### config.mk
export PLATFORM = sky130hd
export DESIGN_NAME = osc_frame_sched
export DESIGN_NICKNAME = d
export VERILOG_FILES = /design/src/rtl/osc_frame_sched.sv
export SDC_FILE = /design/constraint.sdc
export NUM_CORES = 1
export LEC_CHECK = 0
export BUFFER_PORTS_ARGS = -buffer_cell sky130_fd_sc_hd__buf_2
export CORE_MARGIN = 2
export CORE_UTILIZATION = 49
export CTS_BUF_LIST = sky130_fd_sc_hd__clkbuf_16
export CTS_CLUSTER_DIAMETER = 50
export DETAILED_ROUTE_END_ITERATION = 12
export GPL_TIMING_DRIVEN = 0
export PLACE_DENSITY = 0.9
export SYNTH_ARGS = -nofsm -noshare
export SYNTH_HDL_FRONTEND = slang
export SYNTH_SLANG_ARGS = --single-unit
### constraint.sdc
create_clock -name pix_clk -period 2 [get_ports pix_clk]
set_clock_uncertainty 0.05 [all_clocks]
set_input_delay 0.5 -clock pix_clk [delete_from_list [all_inputs] [get_ports pix_clk]]
set_output_delay 0.5 -clock pix_clk [all_outputs]
set_load 0.01 [all_outputs]
### src/rtl/osc_frame_sched.sv
// Frame-level scheduler: sequences sample-store capture against HDMI vsync, manages the
// ping-pong buffer select and latches display parameters per frame. Optional: OSC_AUTO_TRIG_EN.
module osc_frame_sched #(
    parameter int AUTO_FRAMES = 8,
    parameter int CNT_W       = 16
) (
    input  logic             pix_clk,
    input  logic             rstn_out,
    input  logic             vs_in,
    input  logic             wr_over,
    input  logic             wave_run,
    input  logic             cap_done,
    input  logic [9:0]       v_shift_in,
    input  logic [9:0]       h_shift_in,
    input  logic [4:0]       v_scale_in,
    input  logic [8:0]       trig_line_in,
    output logic             cap_start,
    output logic             cap_abort,
    output logic             force_trig,
    output logic             wr_sel,
    output logic             rd_sel,
    output logic [9:0]       v_shift,
    output logic [9:0]       h_shift,
    output logic [4:0]       v_scale,
    output logic [8:0]       trig_line,
    output logic [CNT_W-1:0] frame_cnt,
    output logic [CNT_W-1:0] overrun_cnt,
    output logic             busy
);

    if (AUTO_FRAMES < 1 || AUTO_FRAMES > 255) begin : g_bad_auto_frames
        $error("osc_frame_sched: AUTO_FRAMES must be in 1..255");
    end

    typedef enum logic [1:0] {
        ST_IDLE  = 2'd0,
        ST_CAPT  = 2'd1,
        ST_READY = 2'd2
    } state_t;

    state_t           state_q, state_d;
    logic             vs_q;
    logic             vs_rise;
    logic             draw_done_q, draw_done_d;
    logic             wr_sel_q, wr_sel_d;
    logic             cap_start_q, cap_start_d;
    logic             cap_abort_q, cap_abort_d;
    logic [CNT_W-1:0] frame_cnt_q, frame_cnt_d;
    logic [CNT_W-1:0] overrun_cnt_q, overrun_cnt_d;
    logic [9:0]       v_shift_q, h_shift_q;
    logic [4:0]       v_scale_q;
    logic [8:0]       trig_line_q;

`ifdef OSC_AUTO_TRIG_EN
    localparam logic [7:0] AUTO_LIM = 8'(AUTO_FRAMES);
    logic [7:0] auto_cnt_q, auto_cnt_d;
    logic       force_trig_q, force_trig_d;
`endif

    assign vs_rise = vs_in & ~vs_q;

    always_comb begin
        state_d       = state_q;
        wr_sel_d      = wr_sel_q;
        frame_cnt_d   = frame_cnt_q;
        overrun_cnt_d = overrun_cnt_q;
        cap_start_d   = 1'b0;
        cap_abort_d   = 1'b0;
`ifdef OSC_AUTO_TRIG_EN
        auto_cnt_d    = auto_cnt_q;
        force_trig_d  = 1'b0;
`endif
        // A new frame always invalidates the previous draw, even if wr_over lands with it.
        if (vs_rise) begin
            draw_done_d = 1'b0;
        end else if (wr_over) begin
            draw_done_d = 1'b1;
        end else begin
            draw_done_d = draw_done_q;
        end

        case (state_q)
            ST_IDLE: begin
                if (wave_run) begin
                    state_d     = ST_CAPT;
                    cap_start_d = 1'b1;
`ifdef OSC_AUTO_TRIG_EN
                    auto_cnt_d  = 8'd0;
`endif
                end
            end
            ST_CAPT: begin
                if (!wave_run) begin
                    state_d     = ST_IDLE;
                    cap_abort_d = 1'b1;
                end else if (cap_done) begin
                    state_d = ST_READY;
                end
`ifdef OSC_AUTO_TRIG_EN
                else if (vs_rise) begin
                    if (auto_cnt_q + 8'd1 == AUTO_LIM) begin
                        force_trig_d = 1'b1;
                        auto_cnt_d   = 8'd0;
                    end else begin
                        auto_cnt_d = auto_cnt_q + 8'd1;
                    end
                end
`endif
            end
            ST_READY: begin
                // The store is already idle here, so stopping needs no abort.
                if (!wave_run) begin
                    state_d = ST_IDLE;
                end else if (vs_rise) begin
                    if (draw_done_q) begin
                        wr_sel_d    = ~wr_sel_q;
                        frame_cnt_d = frame_cnt_q + 1'b1;
                        state_d     = ST_CAPT;
                        cap_start_d = 1'b1;
`ifdef OSC_AUTO_TRIG_EN
                        auto_cnt_d  = 8'd0;
`endif
                    end else if (overrun_cnt_q != {CNT_W{1'b1}}) begin
                        overrun_cnt_d = overrun_cnt_q + 1'b1;
                    end
                end
            end
            default: state_d = ST_IDLE;
        endcase
    end

    always_ff @(posedge pix_clk or negedge rstn_out) begin
        if (!rstn_out) begin
            state_q       <= ST_IDLE;
            vs_q          <= 1'b0;
            draw_done_q   <= 1'b1;
            wr_sel_q      <= 1'b0;
            cap_start_q   <= 1'b0;
            cap_abort_q   <= 1'b0;
            frame_cnt_q   <= '0;
            overrun_cnt_q <= '0;
        end else begin
            state_q       <= state_d;
            vs_q          <= vs_in;
            draw_done_q   <= draw_done_d;
            wr_sel_q      <= wr_sel_d;
            cap_start_q   <= cap_start_d;
            cap_abort_q   <= cap_abort_d;
            frame_cnt_q   <= frame_cnt_d;
            overrun_cnt_q <= overrun_cnt_d;
        end
    end

    // Parameters only move at a frame boundary so one drawn frame never mixes settings.
    always_ff @(posedge pix_clk or negedge rstn_out) begin
        if (!rstn_out) begin
            v_shift_q   <= '0;
            h_shift_q   <= '0;
            v_scale_q   <= '0;
            trig_line_q <= '0;
        end else if (vs_rise) begin
            v_shift_q   <= v_shift_in;
            h_shift_q   <= h_shift_in;
            v_scale_q   <= v_scale_in;
            trig_line_q <= trig_line_in;
        end
    end

`ifdef OSC_AUTO_TRIG_EN
    always_ff @(posedge pix_clk or negedge rstn_out) begin
        if (!rstn_out) begin
            auto_cnt_q   <= 8'd0;
            force_trig_q <= 1'b0;
        end else begin
            auto_cnt_q   <= auto_cnt_d;
            force_trig_q <= force_trig_d;
        end
    end
    assign force_trig = force_trig_q;
`else
    assign force_trig = 1'b0;
`endif

    assign cap_start   = cap_start_q;
    assign cap_abort   = cap_abort_q;
    assign wr_sel      = wr_sel_q;
    assign rd_sel      = ~wr_sel_q;
    assign v_shift     = v_shift_q;
    assign h_shift     = h_shift_q;
    assign v_scale     = v_scale_q;
    assign trig_line   = trig_line_q;
    assign frame_cnt   = frame_cnt_q;
    assign overrun_cnt = overrun_cnt_q;
    assign busy        = (state_q != ST_IDLE);

endmodule

# After elaboration in Yosys (flattened, before gate mapping)
# Index checks and enable logic that the tools add are counted.
[op_classes] add_sub_neg=2 n_eq_ne=7 n_mux=16 n_bitwise=4 n_reduce_logical=6
[ops] op="adder 16 x 1 -> 16 bit, second input constant" n=2
[ops] op="!= test 16 bit, second input constant" n=1
[ops] op="2-to-1 mux 2 bit" n=6
[ops] op="!= test 3 bit, second input constant" n=3
[ops] op="2-to-1 mux 1 bit" n=8
[ops] op="AND reduction 4 bit" n=2
[ops] op="one-hot mux 2 bit (3 select lines)" n=1
[ops] op="AND reduction 5 bit" n=1
[ops] op="nonzero test 2 bit" n=2
[ops] op="inverter 1 bit" n=3
[ops] op="== test 2 x 1 -> 1 bit, second input constant" n=1
[ops] op="== test 2 bit, second input constant" n=1
[ops] op="logical NOT 2 bit" n=1
[ops] op="!= test 2 bit, second input constant" n=1
[ops] op="one-hot mux 1 bit (2 select lines)" n=1
[ops] op="bitwise AND 1 bit" n=1
[totals] regBits=73 inputBits=40 out_inout_bits=72 word_cells=47

# Depth between registers and ports, before layout
[depth] word_depth=5 ltp_mapped=6 ltp_nobuf=5

# Worst setup path after synthesis
# Ideal clock, no wire load.
[synth_path] path_kind="reg-to-reg" from="reg overrun_cnt_q[0], in the netlist overrun_cnt[0]" to="reg overrun_cnt_q[1], in the netlist overrun_cnt[1]" setup_ns=0.125 arrival_ns=1.625 t_required_ns=1.825 path_slack_ns=0.200 stages_incl_launch_ff=6 path_buffers=0 period_less_slack_ns=1.800 cell_sequence="dfrtp_1 > ha_1 > nand3_2 > or3_4 > o21ai_2 > mux2_2"
[synth_via] elab_chain_len=2 elab_cells_between_ends=3 classes_between="add/sub (1); eq/ne (1); reduce/logical (1)"
[synth_lines] element="from (decl)" line_no="49" text="logic [CNT_W-1:0] overrun_cnt_q, overrun_cnt_d;"
[synth_lines] element="from (signal assigned)" line_no="150" text="overrun_cnt_q <= overrun_cnt_d;"
[synth_lines] element="parallel branches: the longest is 2 deep, another holds adder 16 x 1 -> 16 bit"
# Parallel ways; which one is timed is not known.
# A chain may end at the register's enable or synchronous reset.

# Worst setup path after layout
# Same ends and word-level chain as after synthesis.

==> impl_metrics.yaml <==
cts:
  cts_max_path_buffers: 2
  cts_tree: "built"
  insertion_delay_ns: 0.33
  numCtsBuffers: 9
  ctsResizeCount: 0
  post_cts_buffers: 0
  clk_pin_slew_ns: 0.06
  cts_hold_buf: 0
  htreeDepth: 3
  root_buffer: "clkbuf_16"
  clock_sinks: 73
place:
  gp_congestion: 0.828
  hpwlAfterDp_mm: 4.88
  numPortBuffers: 110
logic_synthesis:
  seq_area_frac_synth_pct: 58.5
  synth_area_per_cell_um2: 9.93
  synth_cells: 315
  synth_warnings: 0
  synth.net_count: 357
  yosys_register_bits: 73
  ys_types: 34
  syn_area_mm2: 0.00313
cells_and_area:
  area_growth_pct: 31.0
  nets: 478
  antenna_cells: 0
  drive_above_1_share_pct: 32.0
run:
  maxCapViolCount: 0
sta:
  slew_headroom_pct: 40.6
  setup_viol: 0
  grt_setup_unrepaired: "no"
  clock.fmax_ghz: 0.539
  fin_crit_sh_pct: 92.8
  drv_slew: 0
  hold_viol: 0
  fin_crit_ns: 1.86
  fin_tns_setup_ns: 0
  tightest_slew_ns: 0.891
global_route:
  grt_pass1_wl_mm: 11.9
  gr-total-overflow: 0
  grt_usage_pct: 20.9
  grt_max_degree: 74
  antenna_found_initial: 0
  grt_pass1_vias: 2615
critical_path:
  crit_path_top_delay_cell: "dfrtp_1"
  worstPathRequired_ns: 2.16
  slowest_delay_ns: 0.41
  cp_cell_sequence: "ha_1 -> nand3_2 -> or3_4 -> o21ai_2 -> mux2_2"
  start_kind: "flop"
  worstSetupPathType: "flop to flop"
  r2r_start: "overrun_cnt[0]$_DFFE_PN0P_"
  cp_data_arrival_time_ns: 2.02
  cp-startpoint: "overrun_cnt[0]$_DFFE_PN0P_"
  crit_fanout: 5
  cp-end-kind: "flop"
drt:
  routed_wl_mm: 6.96
  first_iter_violations: 83
  viasPerCell: 5.12
  final_antenna_net_count: 0
  post_drt_wl_per_cell_um: 13.4
  via_count: 2650
  drc: 0
  drt_first_pass_iters: 5
power:
  power_frac_clock_pct: 44.7
  p_leak_uw: 0.00224
  switching_power_uw: 941
  p_sw_share_pct: 24.7
  p_per_area_mw_per_mm2: 931
  p_comb_share_pct: 11.2
  internal-power_uw: 2870
  pwr-share-seq_pct: 44.0
  vdd_drop_max_v: 0.000575
  power_uw: 3810
die:
  die_y_um: 83.9
  initial_core_util_pct: 49.8
  rows: 29
  coreArea_mm2: 0.00628
  io_pins: 112
  die_w_um: 83.9
  dieArea_mm2: 0.00704
run_status:
  status: "finished, final reports clean"
min_path:
  hold_class: "primary input to async pin"
==> worst max-delay path: cells and delay by family, from the launching register on <==
| family | cells | cell delay (ns) |
|---|---|---|
| multiplexers | 1 | 0.35 |
| flip-flops | 1 | 0.41 |
| AND/OR/NAND/NOR | 2 | 0.53 |
| AO/OA/AOI/OAI | 1 | 0.18 |
| adder cells (fa/ha/maj) | 1 | 0.21 |
==> placed cells by master (no fill, tap or decap), types with 2 or more instances in the layout <==
master,count
ha_1,2
nand2_1,114
xnor2_1,23
and3_1,2
nor2b_1,3
o211ai_1,8
clkinv_2,2
nand3_1,7
nor4_1,4
clkbuf_1,9
nor2_1,7
buf_2,111
xor2_1,8
clkinv_4,2
clkbuf_16,9
o21ai_0,2
nor3_1,8
dfrtp_1,72
buf_4,4
bufinv_16,2
nand4_1,8
and2_1,4
o2111ai_1,3
inv_1,8
and4_1,5
==> synth_stat cells, drive strengths merged <==
master	instances	share of area (%)
nand2b	1	0.20
or2	1	0.20
dfstp	1	0.84
and2	4	0.80
xor2	8	2.2
nor2b	3	0.60
xnor2	23	6.4
and2b	1	0.24
nor3	8	1.3
clkbuf	9	1.1
o21ai	3	0.60
and3	3	0.64
dfrtp	72	58
mux2	1	0.36
o2111ai	3	0.84
a31o	1	0.28
nand4	9	2.0
buf	6	1.4
conb	1	0.12
ha	2	0.80
or3	1	0.36
nor4	4	0.80
nand2	114	14
nand3	8	1.4
inv	8	0.96
and4	5	1.4
nor2	7	0.84
o211ai	8	1.9
==> cell families (layout without fill, tap and decap cells) <==
logic type      Yosys count  count (layout)  synth area share (%)
flops                    73              73                  58.5
xor+xnor                 31              31                  8.68
buf+inv                  23             149                  3.44
mux                       1               1                 0.360
fa+ha+maj                 2               2                 0.800
simple gates            169             169                  24.5
compound gates           15              15                  3.64
other cells               1               1                 0.120
==> final cells by class <==
type	instances	area (µm²)
buffer	15	77.6
clock buffer	9	225
clock inverter	7	95.1
fill	523	2180
inverter	8	30.0
multi-input combinational	219	1190
sequential	73	1830
tap	77	96.3
timing repair buffer	110	553
==> path summary, 6_finish.rpt <==
check / slack (ns) / to / depth (start not counted)
max in group asynchronous: 1.07 / h_shift[9]$_DFFE_PN0N_ / 1
min in group pix_clk: 0.26 / vs_q$_DFF_PN0_ / 1
worst min-delay path: 0.24 / overrun_cnt[7]$_DFFE_PN0P_ / 1
worst max-delay path: 0.14 / overrun_cnt[1]$_DFFE_PN0P_ / 5
worst min register to register: 0.42 / frame_cnt[15]$_DFFE_PN0P_ / 1
worst max register to register: 0.14 / overrun_cnt[1]$_DFFE_PN0P_ / 5
==> power by group through the flow <==
stage	Sequential (µW)	Combinational [µW]	Clock (µW)
after global routing	1690	485	1790
after floorplan	1750	151	0
final	1680	429	1710
after detailed placement	1700	439	0
after CTS	1680	439	1730
after global placement	1700	421	0
==> layer usage <==
layer	routed length (µm)	share of wire (%)	up-vias	global-route usage, %
met2	3480	50	86	34.7
met4	119	1.7	0	10.3
met1	2980	43	1274	26.4
li1	-	-	1280	-
met3	381	5.5	10	3.86
met5	0	0	-	0
==> registers in the layout (all words and copies together), names as in the netlist <==
name,cells
h_shift,10
v_shift,10
wr_sel,1
overrun_cnt,16
vs_q,1
v_scale,5
cap_start,1
trig_line,9
state_q,2
frame_cnt,16
draw_done_q,1
cap_abort,1
==> metrics by stage <==
stage / instances / worst slack [ns] / hold slack [ns] / utilization, % / area [µm²]
after global placement: 502 / 0.0291 / 0.404 / 60.1 / 3770
after global routing: 518 / 0.0423 / 0.256 / 65.3 / 4100
final: 518 / 0.143 / 0.243 / 65.3 / 4100
after floorplan: 315 / 0.200 / 0.154 / - / 3130
after CTS: 518 / 0.153 / 0.248 / 65.3 / 4100
after detailed placement: 502 / 0.00978 / 0.408 / 60.2 / 3780
No activity file was read; power rests on OpenSTA's default activity.
